--- src/rtl/float_divider_bf16_if.sv ---
// Operand/result handshake bundle for the sequential bf16 divider.
interface float_divider_bf16_if;
  logic [15:0] a;
  logic [15:0] b;
  logic        start;
  logic        busy;
  logic [15:0] y;
  logic        is_output_valid;

  modport master (output a, b, start, input busy, y, is_output_valid);
  modport slave  (input a, b, start, output busy, y, is_output_valid);
endinterface

--- src/rtl/float_divider_bf16.sv ---
// Sequential bf16 divider y = a / b using restoring division, one quotient bit per cycle.
// Define FLOAT_DIVIDER_BF16_RNE_EN for round-to-nearest-even; otherwise the quotient is truncated.
module float_divider_bf16 #(
  parameter logic [7:0] BIAS  = 8'd127,
  parameter int         QBITS = 11
) (
  input  logic                 clock,
  input  logic                 reset,
  float_divider_bf16_if.slave  io
);
  typedef enum logic [1:0] {IDLE, SPECIAL, DIVIDE, ROUND} state_t;

  state_t             state_reg;
  logic               sign_reg;
  logic [7:0]         ea_reg;
  logic [7:0]         eb_reg;
  logic [7:0]         mb_reg;
  logic [9:0]         rem_reg;
  logic [QBITS-1:0]   q_reg;
  logic [3:0]         cnt_reg;
  logic               busy_reg;
  logic               valid_reg;
  logic [15:0]        y_reg;

  logic [9:0]         rem_diff;
  logic               rem_ge;
  logic signed [9:0]  e_base;
  logic signed [9:0]  e_norm;
  logic signed [9:0]  e_final;
  logic [6:0]         mant_trunc;
  logic [6:0]         mant_final;
  logic [15:0]        round_y;
`ifdef FLOAT_DIVIDER_BF16_RNE_EN
  logic               guard_bit;
  logic               round_bit;
  logic               sticky_bit;
  logic               round_up;
  logic [7:0]         mant_sum;
`endif

  assign io.busy            = busy_reg;
  assign io.y               = y_reg;
  assign io.is_output_valid = valid_reg;

  assign rem_ge   = rem_reg >= {2'b00, mb_reg};
  assign rem_diff = rem_reg - {2'b00, mb_reg};

  always_comb begin
    e_base = $signed({2'b00, ea_reg}) - $signed({2'b00, eb_reg}) + $signed({2'b00, BIAS});
`ifdef FLOAT_DIVIDER_BF16_RNE_EN
    guard_bit  = 1'b0;
    round_bit  = 1'b0;
    sticky_bit = 1'b0;
`endif
    // Quotient lies in [0.5, 2): a clear top bit means one extra normalising shift.
    if (q_reg[QBITS-1]) begin
      mant_trunc = q_reg[QBITS-2 -: 7];
      e_norm     = e_base;
`ifdef FLOAT_DIVIDER_BF16_RNE_EN
      guard_bit  = q_reg[2];
      round_bit  = q_reg[1];
      sticky_bit = q_reg[0] | (rem_reg != 10'd0);
`endif
    end else begin
      mant_trunc = q_reg[QBITS-3 -: 7];
      e_norm     = e_base - 10'sd1;
`ifdef FLOAT_DIVIDER_BF16_RNE_EN
      guard_bit  = q_reg[1];
      round_bit  = q_reg[0];
      sticky_bit = (rem_reg != 10'd0);
`endif
    end
`ifdef FLOAT_DIVIDER_BF16_RNE_EN
    round_up = guard_bit & (round_bit | sticky_bit | mant_trunc[0]);
    mant_sum = {1'b0, mant_trunc} + {7'd0, round_up};
    if (mant_sum[7]) begin
      mant_final = 7'd0;
      e_final    = e_norm + 10'sd1;
    end else begin
      mant_final = mant_sum[6:0];
      e_final    = e_norm;
    end
`else
    mant_final = mant_trunc;
    e_final    = e_norm;
`endif
    if (e_final <= 10'sd0) begin
      round_y = {sign_reg, 15'h0000};
    end else if (e_final >= 10'sd255) begin
      round_y = {sign_reg, 8'hFF, 7'h00};
    end else begin
      round_y = {sign_reg, e_final[7:0], mant_final};
    end
  end

  always_ff @(posedge clock or posedge reset) begin
    if (reset) begin
      state_reg <= IDLE;
      sign_reg  <= 1'b0;
      ea_reg    <= 8'd0;
      eb_reg    <= 8'd0;
      mb_reg    <= 8'd0;
      rem_reg   <= 10'd0;
      q_reg     <= '0;
      cnt_reg   <= 4'd0;
      busy_reg  <= 1'b0;
      valid_reg <= 1'b0;
      y_reg     <= 16'h0000;
    end else begin
      valid_reg <= 1'b0;
      case (state_reg)
        IDLE: begin
          if (io.start) begin
            sign_reg  <= io.a[15] ^ io.b[15];
            ea_reg    <= io.a[14:7];
            eb_reg    <= io.b[14:7];
            mb_reg    <= {1'b1, io.b[6:0]};
            rem_reg   <= {2'b01, io.a[6:0]};
            q_reg     <= '0;
            cnt_reg   <= 4'(QBITS - 1);
            busy_reg  <= 1'b1;
            state_reg <= (io.a[14:7] == 8'd0 || io.b[14:7] == 8'd0) ? SPECIAL : DIVIDE;
          end
        end
        SPECIAL: begin
          // A zero dividend wins over a zero divisor, so 0/0 yields signed zero.
          y_reg     <= (ea_reg == 8'd0) ? {sign_reg, 15'h0000} : {sign_reg, 8'hFF, 7'h00};
          valid_reg <= 1'b1;
          busy_reg  <= 1'b0;
          state_reg <= IDLE;
        end
        DIVIDE: begin
          if (rem_ge) begin
            q_reg   <= {q_reg[QBITS-2:0], 1'b1};
            rem_reg <= {rem_diff[8:0], 1'b0};
          end else begin
            q_reg   <= {q_reg[QBITS-2:0], 1'b0};
            rem_reg <= {rem_reg[8:0], 1'b0};
          end
          cnt_reg <= cnt_reg - 4'd1;
          if (cnt_reg == 4'd0) state_reg <= ROUND;
        end
        ROUND: begin
          y_reg     <= round_y;
          valid_reg <= 1'b1;
          busy_reg  <= 1'b0;
          state_reg <= IDLE;
        end
        default: state_reg <= IDLE;
      endcase
    end
  end
endmodule

--- src/flat_wrapper.sv ---
// flat-port wrapper written by rule: the top's interface ports become plain ports
module float_divider_bf16_flat 
#(
  parameter logic [7:0] BIAS  = 8'd127,
  parameter int         QBITS = 11
)
  (clock, reset, io_a, io_b, io_start, io_busy, io_y, io_is_output_valid);
  float_divider_bf16_if io_i ();
  input  logic clock;
  input  logic reset;
  input wire logic [$bits(io_i.a)-1:0] io_a;
  input wire logic [$bits(io_i.b)-1:0] io_b;
  input wire logic [$bits(io_i.start)-1:0] io_start;
  output wire logic [$bits(io_i.busy)-1:0] io_busy;
  output wire logic [$bits(io_i.y)-1:0] io_y;
  output wire logic [$bits(io_i.is_output_valid)-1:0] io_is_output_valid;
  assign io_i.a = io_a;
  assign io_i.b = io_b;
  assign io_i.start = io_start;
  assign io_busy = io_i.busy;
  assign io_y = io_i.y;
  assign io_is_output_valid = io_i.is_output_valid;
  float_divider_bf16 #(.BIAS(BIAS), .QBITS(QBITS)) u_core (.clock(clock), .reset(reset), .io(io_i));
endmodule
--- config.mk ---
export PLATFORM = sky130hd
export DESIGN_NAME = float_divider_bf16_flat
export DESIGN_NICKNAME = d
export VERILOG_FILES = /design/src/rtl/float_divider_bf16_if.sv /design/src/rtl/float_divider_bf16.sv /design/src/flat_wrapper.sv
export SDC_FILE = /design/constraint.sdc
export NUM_CORES = 1
export LEC_CHECK = 0
export CAP_MARGIN = 20
export CORE_UTILIZATION = 40
export DETAILED_ROUTE_END_ITERATION = 8
export PLACE_DENSITY_LB_ADDON = 0.2
export RECOVER_POWER = 25
export SLEW_MARGIN = 20
export SYNTH_ARGS = -nofsm -noshare
export SYNTH_HDL_FRONTEND = slang
export SYNTH_SLANG_ARGS = --single-unit
export TNS_END_PERCENT = 100
--- constraint.sdc ---
create_clock -name clock -period 3.2 [get_ports clock]
set_clock_uncertainty 0.1 [all_clocks]
set_input_delay 0.64 -clock clock [delete_from_list [all_inputs] [get_ports clock]]
set_output_delay 0.64 -clock clock [all_outputs]
set_load 0.01 [all_outputs]
* After elaboration in Yosys (flattened, before gate mapping)
Cells that the tools add are included.
** Word-level totals
- Bits in registers :: 70
** Cells by class
- Order comparisons :: 3
- Muxes and demuxes :: 21
- Bitwise operators :: 1
- Reductions and logical operators :: 14
- Equality and inequality tests :: 5
- Add/subtract/negate cells :: 5
** Operators by type and width (number)
- $mux W15 :: 3
- $pmux W16 S2 :: 1
- $mux W10 :: 3
- $logic_not A8 Y1 :: 3
- $pmux W11 S2 :: 1
- $pmux W10 S2 :: 1
- $mux W11 :: 1
- $add A10 B8 Y10 const B :: 1
- $ge A10 B8 Y1 :: 1
- $ge A10 B9 Y1 const B :: 1
- $le A10 B1 Y1 const B :: 1
- $sub A10 B2 Y10 const B :: 1
- $sub A8 B8 Y9 :: 1
- $sub A9 B8 Y9 :: 1
- $pmux W4 S2 :: 1
- $reduce_and A2 Y1 :: 4
- $mux W7 :: 1
- $mux W2 :: 3
- $pmux W2 S3 :: 1
- $reduce_bool A2 Y1 :: 3
- $eq A2 B2 Y1 const B :: 2
- $logic_not A4 Y1 :: 1
- $mux W4 :: 1
- $sub A4 B1 Y4 const B :: 1
- other kinds (9) :: 11

* Logic depth before layout (Yosys ltp)
- Word-level depth :: 8
- Gate-level depth with buffers :: 14
- Gate-level depth less buffers :: 14

* Worst setup path before layout
Ideal clock, no wire load.
- Path kind :: reg-to-reg
- From :: reg u_core.ea_reg[0]
- To :: reg u_core.y_reg[11] (netlist: u_core.io.y[11])
- Period minus slack after synthesis :: 3.524 ns
- Data arrival time :: 3.287 ns
- Stages on the path, launching flop included :: 15
- Path buffers :: 0
- Slack :: -0.324 ns
- Path through :: dfrtp_1 > inv_1 > ha_1 > inv_1 > fa_1 > inv_1 > ha_1 > xor2_2 > nand3_1 > a2111oi_2 > nor2_1 > xor2_1 > or4_4 > o311ai_4 > a211oi_2
** On the way
- Longest elaborated chain between the ends :: 8
- Elaborated cells on any way between the ends :: 11
** RTL lines
- start: declaration :: RTL line float_divider_bf16.sv:15 : logic [7:0] ea_reg;
- start signal: assignment :: RTL line float_divider_bf16.sv:115 : ea_reg <= io.a[14:7];
- $sub A8 B8 Y9 :: RTL line float_divider_bf16.sv:49 : e_base = $signed({2'b00, ea_reg}) - $signed({2'b00, eb_reg}) + $signed({2'b00, BIAS});
- $add A10 B8 Y10 :: RTL line float_divider_bf16.sv:49
- $sub A10 B2 Y10 :: RTL line float_divider_bf16.sv:66 : e_norm = e_base - 10'sd1;
- $mux W10 :: RTL line float_divider_bf16.sv:56 : if (q_reg[QBITS-1]) begin
- $ge A10 B9 Y1 :: RTL line float_divider_bf16.sv:89 : end else if (e_final >= 10'sd255) begin
- $mux W15 :: RTL line float_divider_bf16.sv:89
- $mux W15 :: RTL line float_divider_bf16.sv:87 : if (e_final <= 10'sd0) begin
- $pmux W16 S2 (*) :: RTL line float_divider_bf16.sv:111 : case (state_reg)
- end signal: assignment :: RTL line float_divider_bf16.sv:127 : y_reg <= (ea_reg == 8'd0) ? {sign_reg, 15'h0000} : {sign_reg, 8'hFF, 7'h00};
- end signal: assignment :: RTL line float_divider_bf16.sv:144 : y_reg <= round_y;
- end: declaration :: RTL line float_divider_bf16.sv:23 : logic [15:0] y_reg;
Every way passes the cells marked *; elsewhere a longest branch is shown, timed or not. The select of a mux whose other input is x is not followed.
A chain may end at the register's enable or synchronous reset.

* Worst setup path in the final report
Ends and elaborated chain as after synthesis.

==> reports/results.txt <==
The maximum level of the CTS H-tree was 3. The count of state elements after synthesis was 70; the number of antenna-violating nets in the routed design was 0. The logs give 3,398 for the number of global-route vias before repair and 2 for the clock tree buffer depth. The post-route netlist has 22.2% of its cells at a drive strength greater than 1.

The library cells used most frequently in the layout, excluding fill and tap cells, are dfrtp_1, nand2_1, clkdlybuf4s50_1. The library cell used most frequently in the layout, excluding fill and tap cells, is dfrtp_1. Source of the critical timing path: u_core.ea_reg[0]$_DFFE_PP0P_.

Data arrives at the worst endpoint at 3.62 ns. The run gives 641 as the number of instances in the placed design. STA classifies the critical path startpoint as a flop. The critical path in this run is classified as flop to flop. In the global route stage, overall resource usage came out at 19.3%. Endpoint kind of the worst setup timing path: a flop. The number of ports placed on the die boundary is 53. A synthesized cell averages 9.59 um^2. The setup TNS is -3.58 ns. The depth of the worst hold-timing path is 2. Across the run, the number of max-cap violations was 0. TritonCTS built the clock tree.

The run finished, with violations left. CTS saw 70 sinks. The clock reaches the later pin of the worst-skew pair after 0.35 ns. The tools report the final weighted congestion in routability-driven placement as 0.881. In this run the critical register-to-register path is captured at u_core.io.y[11]$_DFFE_PP0N_.

The tools report the post-synthesis cell count as 431. The final clock period utilization by the worst path came out at 109%. For the worst flop-to-flop path, the logic depth is 14. The run gives 0 as the hold-fix buffer count after cts. In this run the cell area measured after placement is 5110 um^2.

Buffers inserted during clock tree synthesis total 9. From left edge to right edge, the die measures 104 um. The run gives 10,700 um^2 as the die area.

The initial antenna violation count is 0. In this run the critical register-to-register path is launched from u_core.ea_reg[0]$_DFFE_PP0P_. For this run, asynchronously set or reset flops after synthesis account for 100%. The register with the most flip-flops in the layout has 16 of them.

During placement, the flow inserted port buffers numbering 52. After synthesis the cells add up to 4130 um^2. The final reports fail on setup timing. The post-DP HPWL was 7010 um. The yosys synthesis warning count is 0, and the minimum setup slack in the final design is -0.298 ns. The tools report the worst-case hold path end point as u_core.mb_reg[7]$_DFFE_PP0P_. The first global-routing pass estimated 16,600 um of wire. The number of endpoints with negative hold slack in the final report is 0.

The run gives 0 as the number of diodes. Critical path required time: 3.32 ns. Once layout is done, the placed cells without fillers occupy 5560 um^2.

The pin count of the biggest net entering global routing was 60. The minimum clock period after layout was 3.50 ns. The logs give 67 for the number of distinct library cell variants in the gate-level netlist after synthesis and 3.85% for the normalized max-slew margin. The number of nets in the synthesized netlist is 488.

The floorplan step defined a core boundary enclosing 9910 um^2. Counting flops with a built-in enable in the synthesized netlist gives 0. Core occupancy in the finished layout: 56.1%. In this run the vertical extent of the chip is 104 um. The run gives 0 as the remaining global-route overflow. The placement row count is 36, and the clock-pin slew reported for the worst setup and hold paths after clock tree synthesis is 0.08 ns.

In this run the most critical hold path is launched from u_core.mb_reg[7]$_DFFE_PP0P_. In this run, the number of DRC markers left after iteration 0 of detailed routing was 124. In this run the clock root is driven by a clkbuf_8.

The logs give 10,100 um for the sum of routed wire length over all layers and 15 for the number of setup violations in the final report. The share of the Yosys chip area taken by registers is 42.4%. Dividing the detail-routed wire length by the instance count gives 15.1 um. The class of the most critical hold timing path was flop to flop. The number of detailed-route iterations in the first pass is 5, and the per-cell via count in the routed design is 5.24.

For the total of fill cells in the finished design, the log shows 880. The post-route non-filler standard cell count was 670. At the end of the flow, the number of nets in the layout was 589. Among all flip-flop cells after synthesis, the most frequent one is dfrtp_1.

Along the worst path, the maximum fanout reaches 4. The detailed router placed 3,512 vias in this run. The slew at the pin closest to its max-slew limit is 1.44 ns, and the worst setup slack for register-to-register paths is -0.30 ns. Synthesis-to-layout area growth: 34.6%.

For this configuration, the core starts out at a cell density of 41.7%. Setup repair after global routing could not meet its margin everywhere. The maximum frequency from static timing analysis was 286 MHz. The count of pins over their slew limit was 0.

For this run, design rule violations remaining after detail routing come to 0.
worst max-delay path, cell delays in order (launching register included):
cell and delay (ns):
dfrtp_1 0.40, inv_2 0.08, ha_4 0.13, inv_2 0.03, fa_2 0.40, xnor2_4 0.24, and3_4 0.24, xnor3_1 0.26
o32ai_2 0.15, nand2_1 0.10, xor2_1 0.17, or4_4 0.55, o311ai_4 0.28, buf_4 0.17, a211oi_2 0.06
synthesized netlist by cell type, drive strengths merged (2+ instances only):
library cell	n	share of area, %
a211oi	3	0.67
a21boi	2	0.36
a21o	2	0.36
a21oi	18	2.2
a22o	9	1.9
a22oi	3	0.54
a31oi	4	0.61
and2	3	0.51
and3	2	0.42
buf	4	1.0
clkbuf	11	1.2
dfrtp	70	42
fa	2	0.97
ha	20	6.1
inv	37	3.4
mux2	3	0.82
mux2i	13	3.1
nand2	63	5.7
nand2b	3	0.45
nand3	6	0.73
nand4	4	0.61
nor2	27	2.5
nor2b	4	0.61
nor3	4	0.61
nor3b	6	1.3
nor4	8	1.2
nor4b	2	0.42
o2111ai	3	0.79
o211ai	4	0.73
o21ai	34	4.4
o22ai	9	1.5
o32ai	8	1.7
or2	2	0.30
or4	2	0.45
xnor2	8	1.9
xor2	14	3.3
metrics by stage:
stage	setup slack (ns)	hold WS (ns)
after floorplan	-0.180	0.318
after global placement	-0.229	0.340
after detailed placement	-0.304	0.345
after CTS	-0.281	0.362
after global routing	-0.406	0.396
final	-0.298	0.357
metal layers:
metal	up-vias	GRT usage [%]	part of all wire (%)
li1	1726	-	-
met1	1712	26.1	48
met2	62	31.4	48
met3	12	3.52	3.1
met4	0	6.43	1.3
met5	-	0	0
area by class of cell:
cell class              count  area [um^2]  share of cell area [%]
clock inverters             4         22.5                   0.405
repair buffers            106          946                    17.0
multi-input cells         308         2390                    43.0
well taps                 133          166                    2.99
flip-flops and latches     70         1750                    31.5
clock buffers              12          145                    2.61
inverters                  37          139                    2.50
cell families after synthesis:
family,after synthesis,share of synthesized area (%)
xor+xnor,23,5.75
compound gates,108,18.5
flops,70,42.4
mux,16,3.96
fa+ha+maj,22,7.02
buf+inv,53,5.87
simple gates,139,16.5
what timing repair did:
item,CTS,global route
resized for setup,17,21
pin swaps,26,10
buffers inserted,6,7
setup endpoints to repair,15,22
worst max path at each step:
| stage | endpoint | slack [ns] | cells after the start |
|---|---|---|---|
| 6_report | u_core.io.y[11]$_DFFE_PP0N_ | -0.30 | 14 |
| 5_1_grt | u_core.io.y[7]$_DFFE_PP0N_ | -0.41 | 14 |
| 4_1_cts | u_core.io.y[7]$_DFFE_PP0N_ | -0.28 | 13 |
| 3_5_place_dp | u_core.io.y[5]$_DFFE_PP0N_ | -0.30 | 14 |
| 3_3_place_gp | u_core.io.y[11]$_DFFE_PP0N_ | -0.23 | 14 |
| 2_1_floorplan | u_core.io.y[11]$_DFFE_PP0N_ | -0.18 | 13 |
Power is not shown: default switching activity piles up to over one toggle a cycle in this logic, so the estimate is an artifact.
